--- config.mk ---
export PLATFORM = sky130hd
export DESIGN_NAME = button_conditioner
export DESIGN_NICKNAME = d
export VERILOG_FILES = /design/src/rtl/button_conditioner.sv
export SDC_FILE = /design/constraint.sdc
export NUM_CORES = 1
export LEC_CHECK = 0
export CAP_MARGIN = 20
export CORE_MARGIN = 2
export CORE_UTILIZATION = 50
export DETAILED_ROUTE_END_ITERATION = 10
export PLACE_DENSITY = 0.7
export REMOVE_ABC_BUFFERS = 1
export SKIP_CTS_REPAIR_TIMING = 1
export SLEW_MARGIN = 5
export SYNTH_ARGS = -nofsm -noshare
export SYNTH_HDL_FRONTEND = slang
export SYNTH_SLANG_ARGS = --single-unit
--- constraint.sdc ---
create_clock -name in_clk -period 2.47 [get_ports in_clk]
set_clock_uncertainty 0.15 [all_clocks]
set_input_delay 0.494 -clock in_clk [delete_from_list [all_inputs] [get_ports in_clk]]
set_output_delay 0.494 -clock in_clk [all_outputs]
set_load 0.02 [all_outputs]
--- src/rtl/button_conditioner.sv ---
`default_nettype none
// ============================================================================
// Module   : button_conditioner
// Purpose  : Turns raw active-low bouncing KEY pins into clean debounced
//            levels plus single-cycle press, release and auto-repeat events.
// Revision : 1.0 - initial release
// ============================================================================
module button_conditioner #(
  parameter int unsigned                 NUM_BUTTONS     = 4,
  parameter int unsigned                 DEBOUNCE_CYCLES = 500_000,
  parameter int unsigned                 REPEAT_DELAY    = 25_000_000,
  parameter int unsigned                 REPEAT_PERIOD   = 5_000_000,
  parameter logic [NUM_BUTTONS-1:0]      REPEAT_MASK     = 4'b0110
) (
  input  logic                   in_clk,
  input  logic                   in_reset_n,
  input  logic [NUM_BUTTONS-1:0] in_button,
  output logic [NUM_BUTTONS-1:0] out_level,
  output logic [NUM_BUTTONS-1:0] out_press,
  output logic [NUM_BUTTONS-1:0] out_release,
  output logic [NUM_BUTTONS-1:0] out_repeat,
  output logic [NUM_BUTTONS-1:0] out_event
);

  // Debounce counter only has to reach DEBOUNCE_CYCLES-1 before clearing.
  localparam int unsigned         DB_W         = $clog2(DEBOUNCE_CYCLES);
  localparam logic [DB_W-1:0]     DB_LAST      = DB_W'(DEBOUNCE_CYCLES - 1);
  localparam logic [25:0]         DELAY_LAST   = 26'(REPEAT_DELAY - 1);
  localparam logic [25:0]         PERIOD_LAST  = 26'(REPEAT_PERIOD - 1);

  logic [NUM_BUTTONS-1:0] sync1;
  logic [NUM_BUTTONS-1:0] sync2;
  logic [NUM_BUTTONS-1:0] pressed_raw;

  // Two-flop synchroniser; resets to the released (high) pin level.
  always_ff @(posedge in_clk or negedge in_reset_n) begin
    if (!in_reset_n) begin
      sync1 <= '1;
      sync2 <= '1;
    end else begin
      sync1 <= in_button;
      sync2 <= sync1;
    end
  end

  assign pressed_raw = ~sync2;
  assign out_event   = out_press | out_repeat;

  for (genvar i = 0; i < NUM_BUTTONS; i++) begin : g_btn
    logic [DB_W-1:0] cnt;
    logic            level;
    logic            press;
    logic            release_pulse;

    // Debounce: level follows the synchronised pin only after it has
    // disagreed for DEBOUNCE_CYCLES consecutive cycles; any agreement restarts.
    always_ff @(posedge in_clk or negedge in_reset_n) begin
      if (!in_reset_n) begin
        cnt           <= '0;
        level         <= 1'b0;
        press         <= 1'b0;
        release_pulse <= 1'b0;
      end else begin
        press         <= 1'b0;
        release_pulse <= 1'b0;
        if (pressed_raw[i] == level) begin
          cnt <= '0;
        end else if (cnt == DB_LAST) begin
          level         <= pressed_raw[i];
          press         <= pressed_raw[i];
          release_pulse <= ~pressed_raw[i];
          cnt           <= '0;
        end else begin
          cnt <= cnt + 1'b1;
        end
      end
    end

    assign out_level[i]   = level;
    assign out_press[i]   = press;
    assign out_release[i] = release_pulse;

    if (REPEAT_MASK[i]) begin : g_rpt
      typedef enum logic [1:0] {
        IDLE   = 2'd0,
        DELAY  = 2'd1,
        PERIOD = 2'd2
      } rpt_state_t;

      rpt_state_t  state;
      logic [25:0] rcnt;
      logic        rpt;
      logic        change;
      logic        rise;
      logic        fall;

      // Same-edge view of the debounced level changing, so the repeat
      // schedule starts in the very cycle the press pulse appears.
      assign change = (pressed_raw[i] != level) && (cnt == DB_LAST);
      assign rise   = change & pressed_raw[i];
      assign fall   = change & ~pressed_raw[i];

      // Auto-repeat: initial delay, then periodic pulses; release aborts.
      always_ff @(posedge in_clk or negedge in_reset_n) begin
        if (!in_reset_n) begin
          state <= IDLE;
          rcnt  <= '0;
          rpt   <= 1'b0;
        end else begin
          rpt <= 1'b0;
          if (fall) begin
            state <= IDLE;
            rcnt  <= '0;
          end else begin
            case (state)
              IDLE: begin
                rcnt <= '0;
                if (rise) state <= DELAY;
              end
              DELAY: begin
                if (rcnt == DELAY_LAST) begin
                  rpt   <= 1'b1;
                  rcnt  <= '0;
                  state <= PERIOD;
                end else begin
                  rcnt <= rcnt + 26'd1;
                end
              end
              PERIOD: begin
                if (rcnt == PERIOD_LAST) begin
                  rpt  <= 1'b1;
                  rcnt <= '0;
                end else begin
                  rcnt <= rcnt + 26'd1;
                end
              end
              default: begin
                state <= IDLE;
                rcnt  <= '0;
              end
            endcase
          end
        end
      end

      assign out_repeat[i] = rpt;
    end else begin : g_no_rpt
      assign out_repeat[i] = 1'b0;
    end
  end

endmodule
`default_nettype wire

# Word level (Yosys, flattened, before mapping)
# Cells that the tools add are included.
# Widths: inputs -> output; s select.
dict set report word_totals {
  ff_bits 154
  inputBits 6
  output_inout_bits 20
  elab_cells 126
}
dict set report classes {
  addsub 6
  n_eq_ne 24
  mux 48
  bitwise 14
  reduce_logical 10
}
# cell count
set op_table {}
lappend op_table {{$mux 26} 6}
lappend op_table {{$mux 19} 8}
lappend op_table {{$pmux 26 s2} 2}
lappend op_table {{$add 19x1->19 const B} 4}
lappend op_table {{$eq 19x19->1 const B} 4}
lappend op_table {{$add 26x1->26 const B} 2}
lappend op_table {{$eq 26x23->1 const B} 2}
lappend op_table {{$eq 26x25->1 const B} 2}
lappend op_table {{$mux 1} 22}
lappend op_table {{$mux 2} 6}
lappend op_table {{$ne 3x3->1 const B} 4}
lappend op_table {{$pmux 2 s3} 2}
lappend op_table {{$not 1->1} 8}
lappend op_table {{$reduce_and 2->1} 4}
lappend op_table {{$reduce_and 3->1} 2}
lappend op_table {{$and 1x1->1} 4}
lappend op_table {{$eq 1x1->1} 4}
lappend op_table {{$eq 2x1->1 const B} 2}
lappend op_table {{$eq 2x2->1 const B} 2}
lappend op_table {{$logic_not 2->1} 2}
lappend op_table {{$ne 2x2->1 const B} 2}
lappend op_table {{$not 4->4} 1}
lappend op_table {{$or 4x3->4} 1}
lappend op_table {{$pmux 1 s2} 2}
lappend op_table {{other kinds (2)} 4}

# Longest topological paths before layout
# Gate-level depths: netlist of the first run.
dict set report logic_depth {
  word_depth 7
  depth_mapped 8
  depth_no_buf 6
}

# Least setup slack after synthesis of the first run
# No wires, ideal clock.
dict set report synth_path {
  path_kind {register to register}
  startpoint {register g_btn[2].g_rpt.rcnt[6]}
  endpoint {register g_btn[2].g_rpt.rcnt[12]}
  setup_time_ns 0.119
  arrival_ns 2.297
  required_ns 2.201
  setup_slack_ns -0.096
  stages_incl_launch_ff 7
  path_buffers 1
  period_less_slack_ns 2.566
  cell_sequence {dfrtp_1 -> or4_1 -> or4_4 -> o31a_1 -> o211ai_4 -> buf_6 -> nor2_1}
}
dict set report synth_via {
  elab_chain_len 4
  word_cells_on_any_way 7
  cone_classes {1 x add/sub; 2 x eq/ne; 4 x mux}
}
# item line
set synth_rtl {}
lappend synth_rtl {{start, declared} 91} ;# logic [25:0] rcnt;
lappend synth_rtl {{start signal, assigned} 126} ;# rcnt <= rcnt + 26'd1;
lappend synth_rtl {{start signal, assigned} 134} ;# rcnt <= rcnt + 26'd1;
lappend synth_rtl {{$add 26x1->26, or another cell as far along} {126, 134}}
lappend synth_rtl {{$mux 26 (on tied branches)} {130, 121}}
lappend synth_rtl {{$pmux 26 s2 (*)} 115} ;# case (state)
lappend synth_rtl {{$mux 26 (*)} 111} ;# if (fall) begin
# Every way passes the cells marked *; elsewhere a longest branch is shown, timed or not.
# A chain may end at the register's enable or synchronous reset.

# Worst setup path after layout of the first run
dict set report layout_path {
  startpoint {register g_btn[2].g_rpt.rcnt[15]}
  endpoint {register g_btn[2].g_rpt.rcnt[5]}
}
dict set report layout_via {
  elab_chain_len 4
  word_cells_on_any_way 6
  cone_classes {2 x eq/ne; 4 x mux}
}
# item line
set layout_rtl {}
lappend layout_rtl {{$eq 26x23->1 or $eq 26x25->1 (tied branches)} {130, 121}}
lappend layout_rtl {{$mux 26 (on tied branches)} {130, 121}}
lappend layout_rtl {{$pmux 26 s2 (*)} 115}
lappend layout_rtl {{$mux 26 (*)} 111}
# Marked as above.

==> results of run 1 <==
==> critical path, delay by kind of cell, from the launching register on <==
| family | cells | cell delay, ns |
|---|---|---|
| AND/OR/NAND/NOR | 3 | 1.08 |
| buffers and inverters | 1 | 0.21 |
| AO/OA/AOI/OAI | 2 | 0.58 |
| flip-flops | 1 | 0.39 |
==> placed cells by master (no fill, tap or decap), types with 4 or more instances in the layout <==
master / synthesis / final
nand4_1: 28 / 28
inv_1: 23 / 23
or2_2: 7 / 7
o21ai_0: 4 / 4
nor2_1: 158 / 153
nor4b_1: 5 / 5
clkbuf_16: 0 / 18
nor4_1: 10 / 10
and2_1: 5 / 5
xor2_1: 63 / 63
dfstp_2: 8 / 8
mux2i_1: 4 / 4
xnor2_1: 57 / 57
buf_4: 18 / 19
ha_1: 14 / 14
clkdlybuf4s50_1: 0 / 22
nand3_1: 43 / 43
nand2b_1: 4 / 4
nor2_2: 0 / 5
or4_1: 7 / 6
nand2_1: 58 / 58
dfrtp_1: 146 / 146
nor3_1: 27 / 27
and3_1: 23 / 23
and4_1: 17 / 17
bufinv_16: 0 / 4
==> cell families (layout without fill, tap and decap cells) <==
group / after synthesis / after routing / share of synthesized area [%]
compound gates: 18 / 18 / 1.92
xor+xnor: 120 / 120 / 13.8
fa+ha+maj: 14 / 14 / 2.30
buf+inv: 58 / 103 / 3.95
flops: 154 / 154 / 50.8
mux: 4 / 4 / 0.526
other cells: 1 / 2 / 0.0493
simple gates: 408 / 408 / 26.6
==> power breakdown <==
part           switching (W)  internal, W
Sequential         0.0000223      0.00255
Clock                0.00101      0.00174
Combinational      0.0000870    0.0000349
Total                0.00112      0.00433
==> per-layer routing <==
| metal | vias up | track usage, % |
|---|---|---|
| met2 | 70 | 31.2 |
| met4 | 0 | 6.33 |
| li1 | 2666 | - |
| met1 | 2719 | 24.0 |
| met3 | 14 | 5.61 |
| met5 | - | 0 |
==> final cells by class <==
class,instances,area share (%)
clock inverter,11,1.93
multi-input combinational,566,39.6
tap,188,2.68
inverter,23,0.985
timing repair buffer,48,5.48
sequential,154,44.1
clock buffer,21,5.26
==> worst max path at each step <==
stage | cells after the start | start | to
final | 6 | g_btn[2].g_rpt.rcnt[15]$_DFF_PN0_ | g_btn[2].g_rpt.rcnt[5]$_DFF_PN0_
after global routing | 6 | g_btn[2].g_rpt.rcnt[15]$_DFF_PN0_ | g_btn[2].g_rpt.rcnt[2]$_DFF_PN0_
after CTS | 6 | g_btn[2].g_rpt.rcnt[17]$_DFF_PN0_ | g_btn[2].g_rpt.rcnt[15]$_DFF_PN0_
after detailed placement | 6 | g_btn[2].g_rpt.rcnt[17]$_DFF_PN0_ | g_btn[2].g_rpt.rcnt[19]$_DFF_PN0_
after global placement | 6 | g_btn[2].g_rpt.rcnt[17]$_DFF_PN0_ | g_btn[2].g_rpt.rcnt[21]$_DFF_PN0_
after floorplan | 5 | g_btn[2].g_rpt.rcnt[6]$_DFF_PN0_ | g_btn[2].g_rpt.rcnt[10]$_DFF_PN0_
==> flip-flops by register name, summed over array words and instances, names as in the netlist <==
| signal | cells |
|---|---|
| g_btn.cnt | 76 |
| g_btn.g_rpt.rcnt | 52 |
| g_btn.level | 4 |
| g_btn.press | 4 |
| g_btn.release_pulse | 4 |
| g_btn.g_rpt.state | 4 |
| sync1 | 4 |
| sync2 | 4 |
| g_btn.g_rpt.rpt | 2 |
==> through the flow <==
stage,instance area [sq um],setup TNS [ns],cells,util (%)
floorplan,7400,-5.18,743,-
global placement,8070,-1.04,976,53.6
detailed placement,8070,-2.35,976,53.6
CTS,8690,-3.02,1008,57.8
global route,8760,-2.55,1011,58.3
finish,8760,-0.580,1011,58.3
==> results.cfg, run 1 <==
[global_routing]
grt_util_all_layers_pct = 18.9
grt_pass1_wl_mm = 24.9
grt_overflow = 0
grt_max_degree = 72
grt_pass1_vias = 5537
antenna_found_initial = 0

[worst_setup_path]
crit_path_max_incr_delay_ns = 0.53
critical_path_class = reg -> reg
rrSetupSlack_ns = -0.04
slowest_stage = or4_4
reg2reg_to = g_btn[2].g_rpt.rcnt[5]$_DFF_PN0_
r2r_cells = 6
crit_arrival_ns = 2.67
path_cells = or4b_1, or4_4, o31a_1, o211ai_4, clkbuf_16, nor2_1
path_max_fanout = 7
cp-end-kind = register
reg2reg_from = g_btn[2].g_rpt.rcnt[15]$_DFF_PN0_
startpoint_type = register
cp.required_ns = 2.63

[floorplanning]
die_w_microns = 127
start_util_pct = 50.6
dieArea_sq_mm = 0.0162
core_sq_mm = 0.0150
ios = 26
placementRows = 45
fp.dieH_microns = 127

[clocking]
clk_latency_ns = 0.43
clk_pin_slew_worst_paths_ns = 0.06
cts_tree = done
root_buffer = clkbuf_16
clockBufferDepth = 2
ctsHtreeMaxLevel = 4
cts_buffers = 17
cts_num_sinks = 154

[run_status]
status = finished with violations
failed_checks = negative setup slack

[yosys]
ys_ff_latch = 154
synthCells = 777
synth_top_flop_cell = dfrtp_1
synth_area_leader_cell = dfrtp_1
async_reset_ff_share_pct = 100
synth_area_leaders = dfrtp_1 (48%), nor2_1 (7.8%), xor2_1 (7.3%)
netlist_area_sq_mm = 0.00761
seq_area_frac_synth_pct = 50.8
synth_cell_types = 47
synth_edf_count = 0
synth_top_area_share_pct = 48.0
synth.most_common_cell = nor2_1
syn_area_per_cell_sq_um = 9.79
netlist_top_cells_count = nor2_1 (158), dfrtp_1 (146), xor2_1 (63), nand2_1 (58), xnor2_1 (57)
yosysWarnings = 0

[min_path]
holdPathEnd = sync2[3]$_DFF_PN1_
whs_path_depth = 0
hold_path.class = reg -> reg
min_from = sync1[3]$_DFF_PN1_

[drt]
wl_met3_microns = 446
via_per_inst = 5.41
routed-wl-met2_mm = 7.04
wirelength_mm = 14.1
drt.antenna.violating_nets = 0
drt_iter0_markers = 350
highest_layer = met4
vias = 5469
m1WireLength_mm = 6.46
wl_per_cell_microns = 14.0
dr.pass1.iters = 4
drc = 0

[final_layout]
seqCellArea_sq_mm = 0.00386
multi_input_area_sq_mm = 0.00347
drive_above_1_share_pct = 9.96
areaGrowthSynthToFinish_pct = 15.2
nFillCells = 1214
nNetsFinal = 830
antenna_cells = 0

[sta]
rsz0062_at_grt = true
fmax_ghz = 0.398
fin_crit_ns = 2.51
slew_viol_final = 0
holdWs_ns = 0.205
fin_ws_ns = -0.0399
period_share_pct = 102
finalHoldViolations = 0
setup_viol = 26

[place]
pre_cts_ws_ns = -0.0983
gp_congestion = 0.839
portBuffers = 23
hpwl_mm = 9.46

[pwr]
finalPower_w = 0.00545
p_leak_nw = 3.64
power_density_mw_per_mm2 = 622
ir_drop_uv = 478

[flow_run]
drv_cap = 0
Note: power is estimated with default switching activity, not from simulation.
==> inputs of run 2 (changes only) <==
--- a/constraint.sdc
+++ b/constraint.sdc
@@ -3,3 +3,3 @@
 set_input_delay 0.494 -clock in_clk [delete_from_list [all_inputs] [get_ports in_clk]]
 set_output_delay 0.494 -clock in_clk [all_outputs]
-set_load 0.02 [all_outputs]
+set_load 0.005 [all_outputs]
==> results of run 2 <==
The final DEF is identical to that of run 1. Status: finished with violations: negative setup slack.
==> inputs of run 3 (changes only) <==
- CAP_MARGIN: 20 -> 10
- PLACE_DENSITY: 0.7 -> 0.67
- clock period: 2.47 -> 3.15 ns (I/O delays scaled with it)
==> results.cfg, run 3 (synthesized netlist as in run 1, its figures left out) <==
[pwr]
ir_drop_uv = 371
swShare_pct = 20.9
power_frac_seq_pct = 47.9
p_int_w = 0.00334
comb_power_share_pct = 2.2
switching_power_w = 0.000879
p_leak_nw = 3.51
power_density_mw_per_mm2 = 494
clockPowerShare_pct = 50.0

[worst_setup_path]
path_max_fanout = 26
crit_arrival_ns = 2.93
path_cells = or4_1, or4_4, o31a_1, o211ai_4, buf_4, nor2_1
cp-end-kind = register
slowest_stage = or4_4
startpoint_type = register
cp.required_ns = 3.29
critical_path_class = reg -> reg
path_buf_inv = 1
critical-path-top-delay-family = simple AND/OR/NAND/NOR gates
crit_path_max_incr_delay_ns = 0.58

[min_path]
hold_path.class = in -> async

[drt]
drt.antenna.violating_nets = 0
wl_per_cell_microns = 14.2
via_per_inst = 5.34
drc = 0
vias = 5299
wirelength_mm = 14.1
dr.pass1.iters = 4
drt_iter0_markers = 301

[floorplanning]
core_sq_mm = 0.0150
ios = 26
placementRows = 45
dieArea_sq_mm = 0.0162
start_util_pct = 50.6
die_w_microns = 127
fp.dieH_microns = 127

[sta]
fin_crit_ns = 2.79
finalHoldViolations = 0
worstMarginPinSlew_ns = 0.746
period_share_pct = 88.4
fmax_ghz = 0.359
rsz0062_at_grt = false
setup_viol = 0
relSlewSlack_pct = 49.9
setup_tns_ns = 0
slew_viol_final = 0

[global_routing]
grt_pass1_wl_mm = 24.9
grt_pass1_vias = 5341
grt_overflow = 0
grt_max_degree = 62
grt_util_all_layers_pct = 18.8
antenna_found_initial = 0

[final_layout]
post-route-util_pct = 56.8
top_register = g_btn.cnt
nFillCells = 1249
largest_reg_flops = 76
reg_top3 = g_btn.cnt: 76 flops, g_btn.g_rpt.rcnt: 52 flops
drive_above_1_share_pct = 7.09
layout_commonest_cell = nor2_1
final_cell_mix = nor2_1 (158), dfrtp_1 (146), xor2_1 (63)
seqCellArea_sq_mm = 0.00386
nNetsFinal = 812
multi_input_area_sq_mm = 0.00345
areaGrowthSynthToFinish_pct = 12.3
antenna_cells = 0

[clocking]
clk_latency_ns = 0.42
cts_num_sinks = 154
clockBufferDepth = 2
cts_buffers = 17
clk_pin_slew_worst_paths_ns = 0.06
ctsHtreeMaxLevel = 4
root_buffer = clkbuf_16
cts_tree = done

[place]
hpwl_mm = 9.23
gp_congestion = 0.844
portBuffers = 23

[run_status]
status = completed

[flow_run]
drv_cap = 0
[run 3: changes by cell type in the layout (fill, tap and decap cells not counted), sizes merged]
| cell | before | now |
|---|---|---|
| clkinv | 6 | 4 |
| buf | 24 | 8 |
| dlygate4sd3 | 1 | 0 |
| inv | 23 | 24 |
| bufinv | 4 | 3 |
[run 3: layout make-up]
cell class,count,share of cell area [%]
tap,188,2.75
clock buffer,22,5.55
multi-input combinational,566,40.4
sequential,154,45.2
clock inverter,9,1.61
timing repair buffer,30,3.47
inverter,23,1.01
[run 3: power groups by stage]
stage | registers, W | clock network (W) | logic, W
2_1_floorplan | 0.00205 | 0 | 0.0000341
3_3_place_gp | 0.00205 | 0 | 0.0000914
3_5_place_dp | 0.00205 | 0 | 0.0000950
4_1_cts | 0.00202 | 0.00215 | 0.0000955
5_1_grt | 0.00202 | 0.00225 | 0.000107
6_report | 0.00202 | 0.00211 | 0.0000909
[run 3: final timing paths]
path                                                         from                                 to  slack, ns  cells past startpoint
min in group in_clk                            sync1[0]$_DFF_PN1_                 sync2[0]$_DFF_PN1_       0.20                      0
worst max register to register  g_btn[2].g_rpt.rcnt[17]$_DFF_PN0_   g_btn[2].g_rpt.rcnt[5]$_DFF_PN0_       0.36                      6
max in group asynchronous                              in_reset_n                 sync2[1]$_DFF_PN1_       2.02                      2
worst max-delay path            g_btn[2].g_rpt.rcnt[17]$_DFF_PN0_   g_btn[2].g_rpt.rcnt[5]$_DFF_PN0_       0.36                      6
worst min-delay path                                   in_reset_n  g_btn[1].g_rpt.rcnt[19]$_DFF_PN0_       0.04                      1
worst min register to register                 sync1[0]$_DFF_PN1_                 sync2[0]$_DFF_PN1_       0.20                      0
[run 3: layer usage]
metal	wire [microns]	track usage, %	vias up
li1	-	-	2625
met1	6570	24.3	2586
met2	6900	31.6	74
met3	390	4.48	14
met4	199	5.75	0
met5	0	0	-
[run 3: metrics by stage]
stage	hold slack [ns]	setup slack [ns]	power (W)	cell area, sq um	instances
2_1_floorplan	0.184	0.497	0.00208	7400	743
3_5_place_dp	0.197	0.383	0.00215	7930	961
4_1_cts	0.0609	0.366	0.00426	8540	992
6_report	0.0371	0.364	0.00421	8540	992
5_1_grt	0.0706	0.255	0.00437	8540	992
3_3_place_gp	0.196	0.454	0.00214	7930	961
